[src/rtl/ddr_deser8_if.sv]
// Byte-side and DDR-pair signals of the 8-bit DDR deserializer.
// out_valid/out_ready: a byte moves when both are high on a rising edge; out_data holds while out_valid && !out_ready.
interface ddr_deser8_if;
   logic       rise_bit;
   logic       fall_bit;
   logic       en;
   logic       align_req;
   logic       out_ready;
   logic [7:0] out_data;
   logic       out_valid;
   logic       locked;
   logic       overflow;

   modport master (
      output rise_bit, fall_bit, en, align_req, out_ready,
      input  out_data, out_valid, locked, overflow
   );

   modport slave (
      input  rise_bit, fall_bit, en, align_req, out_ready,
      output out_data, out_valid, locked, overflow
   );
endinterface

[src/rtl/ddr_deser8.sv]
// DDR bit-pair deserializer: hunts for SYNC_WORD at either bit phase, verifies it, then emits bytes into a 4-deep FWFT FIFO.
// dbg_state_o encoding: 0 = HUNT, 1 = VERIFY, 2 = LOCKED.
module ddr_deser8 #(
   parameter logic [7:0] SYNC_WORD  = 8'hA5,
   parameter int         LOCK_COUNT = 3
) (
   input  logic         clk,
   input  logic         rst,
   ddr_deser8_if.slave  bus,
   output logic [1:0]   dbg_state_o,
   output logic         dbg_offset_o,
   output logic [9:0]   dbg_hist_o
);
   typedef enum logic [1:0] {HUNT = 2'd0, VERIFY = 2'd1, LOCKED = 2'd2} state_t;

   localparam logic [2:0] LOCK_N = 3'(LOCK_COUNT);

   state_t      state_q, state_d;
   logic [9:0]  hist_q, hist_d;
   logic        offset_q, offset_d;
   logic [1:0]  pc_q, pc_d;
   logic [2:0]  match_q, match_d;
   logic [7:0]  cand0, cand1, word;
   logic        push;

   logic [7:0]  mem_q [4];
   logic [1:0]  rd_q, wr_q;
   logic [2:0]  cnt_q;
   logic        ovf_q;
   logic        pop, wr_ok;

   // Candidates are taken from the post-shift history so a match is seen on the pair that completes it.
   assign hist_d = bus.en ? {hist_q[7:0], bus.rise_bit, bus.fall_bit} : hist_q;
   assign cand0  = hist_d[7:0];
   assign cand1  = hist_d[8:1];
   assign word   = offset_q ? cand1 : cand0;

   always_ff @(posedge clk) begin
      if (rst) begin
         state_q  <= HUNT;
         hist_q   <= '0;
         offset_q <= 1'b0;
         pc_q     <= '0;
         match_q  <= '0;
      end else begin
         state_q  <= state_d;
         hist_q   <= hist_d;
         offset_q <= offset_d;
         pc_q     <= pc_d;
         match_q  <= match_d;
      end
   end

   always_comb begin
      state_d  = state_q;
      offset_d = offset_q;
      pc_d     = pc_q;
      match_d  = match_q;
      push     = 1'b0;
      if (bus.align_req) begin
         state_d = HUNT;
      end else if (bus.en) begin
         case (state_q)
            HUNT: begin
               if (cand0 == SYNC_WORD || cand1 == SYNC_WORD) begin
                  offset_d = (cand0 != SYNC_WORD);
                  pc_d     = 2'd0;
                  match_d  = 3'd1;
                  state_d  = (LOCK_N == 3'd1) ? LOCKED : VERIFY;
               end
            end
            VERIFY: begin
               pc_d = pc_q + 2'd1;
               if (pc_q == 2'd3) begin
                  if (word == SYNC_WORD) begin
                     match_d = match_q + 3'd1;
                     if (match_q + 3'd1 == LOCK_N) state_d = LOCKED;
                  end else begin
                     state_d = HUNT;
                  end
               end
            end
            LOCKED: begin
               pc_d = pc_q + 2'd1;
               push = (pc_q == 2'd3);
            end
            default: state_d = HUNT;
         endcase
      end
   end

   // A full FIFO still accepts a push when the head leaves on the same edge.
   assign pop   = (cnt_q != 3'd0) && bus.out_ready;
   assign wr_ok = push && ((cnt_q != 3'd4) || pop);

   always_ff @(posedge clk) begin
      if (rst) begin
         rd_q  <= '0;
         wr_q  <= '0;
         cnt_q <= '0;
         ovf_q <= 1'b0;
      end else begin
         if (wr_ok) wr_q <= wr_q + 2'd1;
         if (pop)   rd_q <= rd_q + 2'd1;
         cnt_q <= cnt_q + {2'b00, wr_ok} - {2'b00, pop};
         if (bus.align_req)       ovf_q <= 1'b0;
         else if (push && !wr_ok) ovf_q <= 1'b1;
      end
   end

   always_ff @(posedge clk) begin
      if (wr_ok) mem_q[wr_q] <= word;
   end

   assign bus.out_valid = (cnt_q != 3'd0);
   assign bus.out_data  = bus.out_valid ? mem_q[rd_q] : 8'h00;
   assign bus.locked    = (state_q == LOCKED);
   assign bus.overflow  = ovf_q;
   assign dbg_state_o   = state_q;
   assign dbg_offset_o  = offset_q;
   assign dbg_hist_o    = hist_q;
endmodule

[src/flat_wrapper.sv]
// flat-port wrapper written by rule: the top's interface ports become plain ports
module ddr_deser8_flat 
#(
   parameter logic [7:0] SYNC_WORD  = 8'hA5,
   parameter int         LOCK_COUNT = 3
)
  (clk, rst, dbg_state_o, dbg_offset_o, dbg_hist_o, bus_rise_bit, bus_fall_bit, bus_en, bus_align_req, bus_out_ready, bus_out_data, bus_out_valid, bus_locked, bus_overflow);
  ddr_deser8_if bus_i ();
  input  logic clk;
  input  logic rst;
  output logic [1:0] dbg_state_o;
  output logic dbg_offset_o;
  output logic [9:0] dbg_hist_o;
  input wire logic [$bits(bus_i.rise_bit)-1:0] bus_rise_bit;
  input wire logic [$bits(bus_i.fall_bit)-1:0] bus_fall_bit;
  input wire logic [$bits(bus_i.en)-1:0] bus_en;
  input wire logic [$bits(bus_i.align_req)-1:0] bus_align_req;
  input wire logic [$bits(bus_i.out_ready)-1:0] bus_out_ready;
  output wire logic [$bits(bus_i.out_data)-1:0] bus_out_data;
  output wire logic [$bits(bus_i.out_valid)-1:0] bus_out_valid;
  output wire logic [$bits(bus_i.locked)-1:0] bus_locked;
  output wire logic [$bits(bus_i.overflow)-1:0] bus_overflow;
  assign bus_i.rise_bit = bus_rise_bit;
  assign bus_i.fall_bit = bus_fall_bit;
  assign bus_i.en = bus_en;
  assign bus_i.align_req = bus_align_req;
  assign bus_i.out_ready = bus_out_ready;
  assign bus_out_data = bus_i.out_data;
  assign bus_out_valid = bus_i.out_valid;
  assign bus_locked = bus_i.locked;
  assign bus_overflow = bus_i.overflow;
  ddr_deser8 #(.SYNC_WORD(SYNC_WORD), .LOCK_COUNT(LOCK_COUNT)) u_core (.clk(clk), .rst(rst), .bus(bus_i), .dbg_state_o(dbg_state_o), .dbg_offset_o(dbg_offset_o), .dbg_hist_o(dbg_hist_o));
endmodule
[config.mk]
export PLATFORM = sky130hd
export DESIGN_NAME = ddr_deser8_flat
export DESIGN_NICKNAME = d
export VERILOG_FILES = /design/src/rtl/ddr_deser8_if.sv /design/src/rtl/ddr_deser8.sv /design/src/flat_wrapper.sv
export SDC_FILE = /design/constraint.sdc
export NUM_CORES = 1
export LEC_CHECK = 0
export CAP_MARGIN = 20
export CORE_UTILIZATION = 45
export CTS_BUF_LIST = sky130_fd_sc_hd__clkbuf_8
export CTS_CLUSTER_SIZE = 14
export DETAILED_ROUTE_END_ITERATION = 6
export GPL_TIMING_DRIVEN = 0
export PLACE_DENSITY = 0.66
export SYNTH_ARGS = -nofsm -noshare
export SYNTH_HDL_FRONTEND = slang
export SYNTH_SLANG_ARGS = --single-unit
[constraint.sdc]
create_clock -name clk -period 7.27 [get_ports clk]
set_input_delay 1.0905 -clock clk [delete_from_list [all_inputs] [get_ports clk]]
set_output_delay 1.0905 -clock clk [all_outputs]
set_load 0.05 [all_outputs]
==> flow_summary.ini <==
[outcome]
outcome = completed

[placed_design]
place.port_buffers = 28
dpl_cell_area_mm2 = 0.00329
dp_slack_ps = 3680
dp.final_hpwl_um = 3930
globalplace.congestion = 0.780

[worst_setup_path]
ff2ff_setup_slack_ps = 4700
worst-path-max-fanout = 8
critPathArrivalTime_ps = 2610
path_class = reg2out
cp-end-kind = output pin
critPathRequiredTime_ps = 6180
start_kind = register

[route]
viasPerCell = 5.49
wl_um = 5530
drtAntennaViolNets = 0
dr_total_vias = 1905
wire_per_inst_um = 15.9
drt_iter0_drc = 55
dr.pass1.iters = 4
drc = 0

[cells_and_area]
layout_commonest_cell = edfxtp_1
drive_gt1_frac = 0.132
diodes = 0
nets = 288
seq_area_mm2 = 0.00152
final.fill_count = 542
multi_input_area_mm2 = 0.00129
syn_to_final_growth_pct = 19.5
finish.instance_area_mm2 = 0.00348
layout_common_cells = edfxtp_1, dfxtp_1, clkdlybuf4s50_1

[die]
io_pins = 31
start_util = 0.478
die_w_um = 82.5
coreArea_mm2 = 0.00610
die_y_um = 82.5
num_rows = 28
die-area_mm2 = 0.00680

[power]
power.static_leakage_nw = 1.20
power_mw = 1.05
vdd_drop_max_mv = 0.277
p_per_area_mw_per_mm2 = 300

[synth]
syn_area_per_cell_um2 = 12.8
syn_area_mm2 = 0.00292
ys_types = 45
syn_nets = 249
synth-seq-cells = 60
synth-seq-area-share = 0.522
synthesis.instances = 228
ys.warnings.count = 0

[global_routing]
grt_max_degree = 12
antenna_found_initial = 0
gr-usage-all-layers = 0.186
grt_pass1_wl_um = 8970
globalRoute.totalOverflow = 0
grt_pass1_vias = 1805

[clock_tree]
cts_sinks = 60
cts_buffer_depth = 2
cts_tree = done
cts_setup_buffers = 0
clk_latency_ps = 330
cts-resized-gates = 0
holdBufCountCts = 0
cts.clk_slew.worst_paths_ps = 70
htreeDepth = 3
cts-root-buf = clkbuf_8
cts_made_buffers = 9

[sta]
fmax_ghz = 0.270
max_slew.worst_pin.slew_ps = 718
fin_ws_ps = 3570
setup_viol = 0
slew_viol_final = 0
min_period_ps = 3700
final_hold_viol_count = 0
layout_worst_path_cycle_share = 0.509
finalClockSkew_ps = 7.09
fin_setup_tns_ps = 0
grt_setup_unrepaired = false
slew_headroom = 0.521

[hold_path]
worstHoldPathType = reg2reg

[run]
maxCapViolCount = 0
==> kinds of logic after synthesis <==
group,share of synthesized area
muxes,0.155
and+or+nand+nor,0.143
DFF,0.522
xor gates and xnor gates,0.0180
AOI/OAI and AO/OA,0.0635
buffers and inverters,0.0365
adders and majority gates,0.0627
==> synthesized netlist by cell type, drive strengths merged <==
cell     instances  area, µm²
a21oi            5       28.8
and2b            1       7.51
nand2            9       33.8
inv             13       48.8
nor3b            3       22.5
edfxtp          32        961
nor3             4       20.0
nand3            6       30.0
a211oi           1       7.51
mux4            15        349
xnor2            4       35.0
nor2            20       75.1
a311o            2       20.0
dfxtp           28        561
nand3b           2       15.0
nor4b            3       26.3
or3              1       6.26
nand4            2       18.8
a311oi           1       8.76
mux2i            9       90.1
nor4             1       6.26
o41ai            1       8.76
mux2             1       11.3
clkbuf           8       30.0
and4b            1       10.0
nor2b            3       18.8
o221ai           1       8.76
ha              13        163
o221a            1       11.3
o21ai            3       15.0
nand2b           4       25.0
o211ai           1       7.51
a21o             1       7.51
fa               1       20.0
a2111oi          1       27.5
a31oi            4       25.0
or4              1       7.51
and2            15       93.8
buf              3       27.5
xor2             2       17.5
a31o             1       8.76
==> through the flow <==
step,hold WS (ps),instances,utilization
floorplan,450,228,-
global placement,462,331,0.540
detailed placement,467,331,0.540
CTS,478,347,0.571
global route,490,347,0.571
finish,476,347,0.571
==> report_power, final <==
part | leakage, nW | switching (mW) | internal, mW
Clock | 0.103 | 0.128 | 0.164
Combinational | 0.598 | 0.226 | 0.142
Sequential | 0.498 | 0.0134 | 0.373
Total | 1.20 | 0.367 | 0.680
==> worst max-delay path, cell delays in order (launching register included) <==
cell	delay, ps
dfxtp_1	310
clkbuf_1	520
mux4_2	590
and2_1	170
clkdlybuf4s50_1	690
==> state kept, by name (all words and copies together) (netlist names), named ones only <==
name and count:
u_core.wr_q 2, u_core.dbg_hist_o 10, u_core.dbg_offset_o 1, u_core.rd_q 2, u_core.mem_q 32, u_core.cnt_q 3, u_core.bus.overflow 1, u_core.pc_q 2
u_core.match_q 3, u_core.dbg_state_o 2
==> metal layers <==
| layer | part of all wire | track usage |
|---|---|---|
| met4 | 0.018 | 0.0983 |
| met1 | 0.44 | 0.239 |
| met5 | 0 | 0 |
| met3 | 0.044 | 0.0319 |
| met2 | 0.49 | 0.301 |
==> worst paths after layout <==
| kind | depth (start not counted) | end | start |
|---|---|---|---|
| hold / removal | 2 | u_core.pc_q[1] | u_core.pc_q[1] |
| hold reg to reg | 2 | u_core.pc_q[1] | u_core.pc_q[1] |
| setup / recovery | 4 | bus_out_data[0] | register |
| setup reg to reg | 7 | u_core.match_q[1] | u_core.dbg_hist_o[4] |
==> area by class of cell <==
cell class,count,area share
tap,75,0.0269
buffer,11,0.0165
clock inverter,6,0.0162
inverter,13,0.0140
multi-input combinational,144,0.370
clock buffer,10,0.0395
sequential,60,0.437
timing repair buffer,28,0.0805
Note: power is estimated with default switching activity, not from simulation.
